### config.mk
export PLATFORM = sky130hd
export DESIGN_NAME = fifo_converter_64to32b_flat
export DESIGN_NICKNAME = d
export VERILOG_FILES = /design/src/rtl/fifo_converter_64to32b_if.sv /design/src/rtl/fifo_converter_64to32b.sv /design/src/flat_wrapper.sv
export SDC_FILE = /design/constraint.sdc
export NUM_CORES = 1
export LEC_CHECK = 0
export ABC_AREA = 1
export CORE_MARGIN = 2
export CORE_UTILIZATION = 37
export CTS_CLUSTER_DIAMETER = 100
export DETAILED_ROUTE_END_ITERATION = 7
export PLACE_DENSITY = 0.7
export SLEW_MARGIN = 20
export SYNTH_ARGS = -nofsm -noshare
export SYNTH_HDL_FRONTEND = slang
export SYNTH_SLANG_ARGS = --single-unit
### constraint.sdc
create_clock -name digiclk_i -period 2.3 [get_ports digiclk_i]
set_input_delay 0.46 -clock digiclk_i [delete_from_list [all_inputs] [get_ports digiclk_i]]
set_output_delay 0.46 -clock digiclk_i [all_outputs]
set_load 0.02 [all_outputs]
### src/rtl/fifo_converter_64to32b_if.sv
// MEMFIFO read side and OUTFIFO write side of the 64-to-32 bit converter.
// The converter uses the master modport; the FIFOs (or a bench) use the slave modport.
interface fifo_converter_64to32b_if;
  localparam int unsigned MEM_W = 64;
  localparam int unsigned OUT_W = 32;

  logic             memfifo_empty;
  logic [MEM_W-1:0] memfifo_64bit;
  logic             memfifo_re;
  logic             outfifo_full;
  logic             outfifo_we;
  logic [OUT_W-1:0] outfifo_32bit;

  modport master (
    input  memfifo_empty, memfifo_64bit, outfifo_full,
    output memfifo_re, outfifo_we, outfifo_32bit
  );

  modport slave (
    output memfifo_empty, memfifo_64bit, outfifo_full,
    input  memfifo_re, outfifo_we, outfifo_32bit
  );
endinterface

### src/rtl/fifo_converter_64to32b.sv
// Pops 64-bit words from the FWFT memory-readback FIFO and writes each word
// as two 32-bit halves into OUTFIFO, for a programmed number of words.
module fifo_converter_64to32b #(
  parameter int unsigned CNT_WIDTH  = 16,
  parameter bit          HIGH_FIRST = 1'b0
) (
  input  logic                 digiclk_i,
  input  logic                 resetn_i,
  input  logic                 fifo_read_mem_en,
  input  logic [CNT_WIDTH-1:0] xfer_len,
  input  logic                 abort,
  fifo_converter_64to32b_if.master bus,
  output logic                 busy,
  output logic                 xfer_done
);
  localparam int unsigned MEM_W = 64;
  localparam int unsigned OUT_W = 32;

  typedef enum logic [1:0] {
    IDLE   = 2'd0,
    FETCH  = 2'd1,
    SECOND = 2'd2,
    DONE   = 2'd3
  } state_t;

  state_t               state_q, state_d;
  logic [CNT_WIDTH-1:0] remaining_q, remaining_d;
  logic [MEM_W-1:0]     hold_q, hold_d;
  logic [OUT_W-1:0]     data_q, data_d;
  logic                 we_q, we_d;
  logic                 busy_q, busy_d;
  logic                 done_q, done_d;
  logic [OUT_W-1:0]     first_half, second_half;

  // Half ordering: first half comes straight off the FIFO head, second from the held word.
  assign first_half  = HIGH_FIRST ? bus.memfifo_64bit[63:32] : bus.memfifo_64bit[31:0];
  assign second_half = HIGH_FIRST ? hold_q[31:0] : hold_q[63:32];

  always_ff @(posedge digiclk_i or negedge resetn_i) begin
    if (!resetn_i) begin
      state_q     <= IDLE;
      remaining_q <= '0;
      hold_q      <= '0;
      data_q      <= '0;
      we_q        <= 1'b0;
      busy_q      <= 1'b0;
      done_q      <= 1'b0;
    end else begin
      state_q     <= state_d;
      remaining_q <= remaining_d;
      hold_q      <= hold_d;
      data_q      <= data_d;
      we_q        <= we_d;
      busy_q      <= busy_d;
      done_q      <= done_d;
    end
  end

  always_comb begin
    state_d        = state_q;
    remaining_d    = remaining_q;
    hold_d         = hold_q;
    data_d         = data_q;
    we_d           = 1'b0;
    busy_d         = busy_q;
    done_d         = 1'b0;
    bus.memfifo_re = 1'b0;

    // Abort outranks everything outside IDLE; any held half-word is dropped.
    if (abort && (state_q != IDLE)) begin
      state_d     = IDLE;
      busy_d      = 1'b0;
      remaining_d = '0;
    end else begin
      case (state_q)
        IDLE: begin
          if (fifo_read_mem_en && !abort) begin
            if (xfer_len != '0) begin
              remaining_d = xfer_len;
              busy_d      = 1'b1;
              state_d     = FETCH;
            end else begin
              state_d = DONE;
            end
          end
        end
        FETCH: begin
          // Almost-full guarantees room for both halves once the pop is taken.
          if (!bus.memfifo_empty && !bus.outfifo_full) begin
            bus.memfifo_re = 1'b1;
            hold_d         = bus.memfifo_64bit;
            data_d         = first_half;
            we_d           = 1'b1;
            state_d        = SECOND;
          end
        end
        SECOND: begin
          if (!bus.outfifo_full) begin
            data_d = second_half;
            we_d   = 1'b1;
            if (remaining_q != '0) begin
              remaining_d = remaining_q - CNT_WIDTH'(1);
            end
            state_d = (remaining_q <= CNT_WIDTH'(1)) ? DONE : FETCH;
          end
        end
        DONE: begin
          done_d  = 1'b1;
          busy_d  = 1'b0;
          state_d = IDLE;
        end
        default: begin
          state_d     = IDLE;
          remaining_d = '0;
          data_d      = '0;
          busy_d      = 1'b0;
        end
      endcase
    end
  end

  assign bus.outfifo_we    = we_q;
  assign bus.outfifo_32bit = data_q;
  assign busy              = busy_q;
  assign xfer_done         = done_q;
endmodule
### src/flat_wrapper.sv
// flat-port wrapper written by rule: the top's interface ports become plain ports
module fifo_converter_64to32b_flat 
#(
  parameter int unsigned CNT_WIDTH  = 16,
  parameter bit          HIGH_FIRST = 1'b0
)
  (digiclk_i, resetn_i, fifo_read_mem_en, xfer_len, abort, busy, xfer_done, bus_memfifo_empty, bus_memfifo_64bit, bus_outfifo_full, bus_memfifo_re, bus_outfifo_we, bus_outfifo_32bit);
  fifo_converter_64to32b_if bus_i ();
  input  logic digiclk_i;
  input  logic resetn_i;
  input  logic fifo_read_mem_en;
  input  logic [CNT_WIDTH-1:0] xfer_len;
  input  logic abort;
  output logic busy;
  output logic xfer_done;
  input wire logic [$bits(bus_i.memfifo_empty)-1:0] bus_memfifo_empty;
  input wire logic [$bits(bus_i.memfifo_64bit)-1:0] bus_memfifo_64bit;
  input wire logic [$bits(bus_i.outfifo_full)-1:0] bus_outfifo_full;
  output wire logic [$bits(bus_i.memfifo_re)-1:0] bus_memfifo_re;
  output wire logic [$bits(bus_i.outfifo_we)-1:0] bus_outfifo_we;
  output wire logic [$bits(bus_i.outfifo_32bit)-1:0] bus_outfifo_32bit;
  assign bus_i.memfifo_empty = bus_memfifo_empty;
  assign bus_i.memfifo_64bit = bus_memfifo_64bit;
  assign bus_i.outfifo_full = bus_outfifo_full;
  assign bus_memfifo_re = bus_i.memfifo_re;
  assign bus_outfifo_we = bus_i.outfifo_we;
  assign bus_outfifo_32bit = bus_i.outfifo_32bit;
  fifo_converter_64to32b #(.CNT_WIDTH(CNT_WIDTH), .HIGH_FIRST(HIGH_FIRST)) u_core (.digiclk_i(digiclk_i), .resetn_i(resetn_i), .fifo_read_mem_en(fifo_read_mem_en), .xfer_len(xfer_len), .abort(abort), .bus(bus_i), .busy(busy), .xfer_done(xfer_done));
endmodule
==> impl_metrics.csv <==
group,metric,value,unit
run_status,status,"finished, final reports clean",
clocking,cts-buffers-inserted,9,
floorplanning,num_rows,39,
sta,fmax,462,MHz
synthesis,syn_avg_cell_area,7.57,um^2
synthesis,yosysSeqAreaShare,48.9,%
clocking,cts-root-buf,"clkbuf_16",
power_and_ir_drop,p_int,0.00491,W
worst_setup_path,rrSetupSlack,0.34,ns
clocking,cts.clk_slew.worst_paths,0.06,ns
placement,placed_area,5770,um^2
worst_setup_path,rr_worst_depth,9,
clocking,clock_sinks,85,
final_layout,final_nets,791,
global_route,grt_max_degree,47,
worst_setup_path,cp-end-kind,"output port",
synthesis,ys_top_cells_by_count,"246 x nand2_1, 85 x dfrtp_1, 78 x nor2_1",
global_route,grtUsageTotal,18.4,%
worst_setup_path,cpPeakStageDelay,0.40,ns
clocking,clock_path_buffers,2,
clocking,cts_tree,"yes",
placement,io_buffers,121,
floorplanning,start_util,38.1,%
drt,drt_iter0_drc,229,
drt,wl,11.3,mm
drt,via_count,4147,
power_and_ir_drop,power_density,1360,nW/um^2
final_layout,syn_to_final_growth,40.1,%
global_route,grt_pass1_wl,19.1,mm
job,maxCapViolations,0,
worst_setup_path,arrival,1.70,ns
synthesis,yosysUniqueCellTypes,37,
final_layout,drive_gt1_share,6.97,%
worst_setup_path,cpLargestDelayFamily,"buffers and inverters",
drt,ant_nets,0,
drt,drc_errors,0,
floorplanning,die_h,112,um
placement,dp_slack,-0.105,ns
drt,drtPass1Iterations,5,
power_and_ir_drop,p_switching,0.00339,W
synthesis,syn_inst,574,
synthesis,synth_area,4350,um^2
worst_setup_path,critPathKind,"reg -> out",
sta,relSlewSlack,65.3,%
drt,wl_per_cell,13.4,um
clocking,cts_htree_levels,3,
worst_setup_path,path_max_fanout,3,
placement,hpwl,8.39,mm
drt,vias_per_cell,4.90,
clocking,holdBufCountCts,0,
floorplanning,die_w,112,um
sta,setup_ws,0.136,ns
sta,tightest_slew,0.520,ns
floorplanning,ios,122,
synthesis,synth_nets,667,
synthesis,synth-async-reset-ratio,100,%
sta,finClkSkew,0.00549,ns
global_route,grt_pass1_vias,4027,
sta,hold_viol_final,0,
power_and_ir_drop,p_comb_share,48.3,%
worst_setup_path,crit_buf_inv,2,
final_layout,fill_cells,1084,
power_and_ir_drop,ir_worst_vdd,695,uV
synthesis,synth_flop_cell,"dfrtp_1",
synthesis,synthTopCellsByArea,"dfrtp_1 49%, nand2_1 21%, nor2_1 6.7%",
final_layout,diodes,0,
worst_setup_path,timing.rr.end,"u_core.hold_q[62]",
worst_setup_path,crit_slowest_cell,"dfrtp_1",
worst_setup_path,cp_cell_sequence,"inv_1 > ha_1 > nand2_1 > nor2_2 > dlygate4sd2_1",
sta,period_minus_slack,2.16,ns
worst_setup_path,cp.required,1.84,ns
placement,gp_congestion,0.866,
synthesis,yosysWarnings,0,
power_and_ir_drop,p_leak,2.83,nW
clocking,clk_latency,0.33,ns
power_and_ir_drop,p_seq_share,33.0,%
power_and_ir_drop,p_sw_share,40.9,%
sta,slew_violations,0,
global_route,antenna_found_initial,0,
final_layout,design_area,6090,um^2
sta,fin_crit_sh,94.1,%
synthesis,synth_largest_area_cell,"dfrtp_1",
synthesis,yosysMostFrequentCell,"nand2_1",
hold_path,hp-class,"in -> async",
synthesis,synth_seq_cells,85,
sta,setup_viol,0,
worst_setup_path,worst_r2r_startpoint,"u_core.state_q[1]",
final_layout,post-route-util,53.3,%
floorplanning,core,11400,um^2
global_route,grt.overflow.total,0,
synthesis,synth_top_area_share,48.9,%
synthesis,synth-edff-count,0,
worst_setup_path,cp-start-kind,"flop",
sta,rsz0062_at_grt,"no",
floorplanning,dieArea,12600,um^2
sta,hold_ws,0.101,ns
sta,setup_tns,0,ns
power_and_ir_drop,pwr-share-clk,18.7,%
==> metrics by stage <==
step                      std cells  total power (W)
final                           846          0.00830
after global routing            846          0.00897
after global placement          830          0.00667
after floorplan                 574          0.00529
after CTS                       846          0.00838
after detailed placement        830          0.00680
==> power groups by stage <==
stage | clock [W] | combinational [W] | sequential [W]
6_report | 0.00155 | 0.00401 | 0.00274
4_1_cts | 0.00159 | 0.00406 | 0.00274
5_1_grt | 0.00165 | 0.00449 | 0.00283
2_1_floorplan | 0 | 0.00228 | 0.00301
3_5_place_dp | 0 | 0.00405 | 0.00275
3_3_place_gp | 0 | 0.00395 | 0.00273
==> layer usage <==
layer | global-route usage, % | share of wire (%) | up-vias
met5 | 0 | 0 | -
li1 | - | - | 2074
met4 | 5.28 | 1.4 | 0
met2 | 29.5 | 46 | 141
met1 | 25.0 | 46 | 1919
met3 | 4.37 | 6.5 | 13
==> logic make-up (layout without fill, tap and decap cells) <==
family                     Yosys count  after routing  synth area share (%)
AOI/OAI and AO/OA                   70             70                  9.47
xor gates and xnor gates             4              4                 0.806
adders and majority gates            7              7                  2.01
buffers and inverters               49            178                  5.12
DFF                                 85             85                  48.9
and+or+nand+nor                    359            359                  33.6
==> state kept, by name, summed over array words and instances, names as in the netlist <==
name,count
u_core.busy,1
u_core.bus.outfifo_we,1
u_core.hold_q,32
u_core.state_q,2
u_core.remaining_q,16
u_core.bus.outfifo_32bit,32
u_core.xfer_done,1
==> worst max path at each step <==
stage,depth (start not counted),startpoint,endpoint,slack (ns)
floorplan,5,u_core.state_q[0],bus_memfifo_re,0.55
global placement,5,bus_memfifo_empty,bus_memfifo_re,-0.11
detailed placement,5,bus_memfifo_empty,bus_memfifo_re,-0.10
CTS,5,u_core.state_q[0],bus_memfifo_re,0.11
global route,5,u_core.state_q[1],bus_memfifo_re,0.02
finish,5,u_core.state_q[1],bus_memfifo_re,0.14
==> cell usage in the layout, fill, tap and decap left out, types with 4 or more instances in the layout <==
master           netlist  final
nand2_1              246    246
clkdlybuf4s50_1        0    119
dfrtp_1               85     85
nor2_1                78     78
a31oi_1               33     33
inv_1                 21     21
o21ai_0               20     20
nand3_1               15     15
buf_4                  5     14
clkbuf_16              0      9
ha_1                   7      6
a21oi_1                5      5
xnor2_1                4      4
==> worst register-to-register path: cells and delay by family, from the launching register on <==
family | cells | cell delay [ns]
flip-flops | 1 | 0.40
AND/OR/NAND/NOR | 4 | 0.44
buffers and inverters | 4 | 0.80
adder cells (fa/ha/maj) | 1 | 0.20
==> layout make-up <==
class | count | area, um^2 | share of cell area, %
Clock buffer | 9 | 225 | 3.70
Multi-Input combinational cell | 440 | 2000 | 32.8
Timing Repair Buffer | 137 | 1370 | 22.4
Clock inverter | 7 | 97.6 | 1.60
Tap cell | 143 | 179 | 2.94
Inverter | 25 | 96.3 | 1.58
Sequential cell | 85 | 2130 | 34.9
==> timing repair <==
action                                  in CTS  in global routing
gates resized for setup                      1                  0
setup buffers                                0                  0
endpoints found under the setup margin       1                  0
No activity file was read; power rests on OpenSTA's default activity.
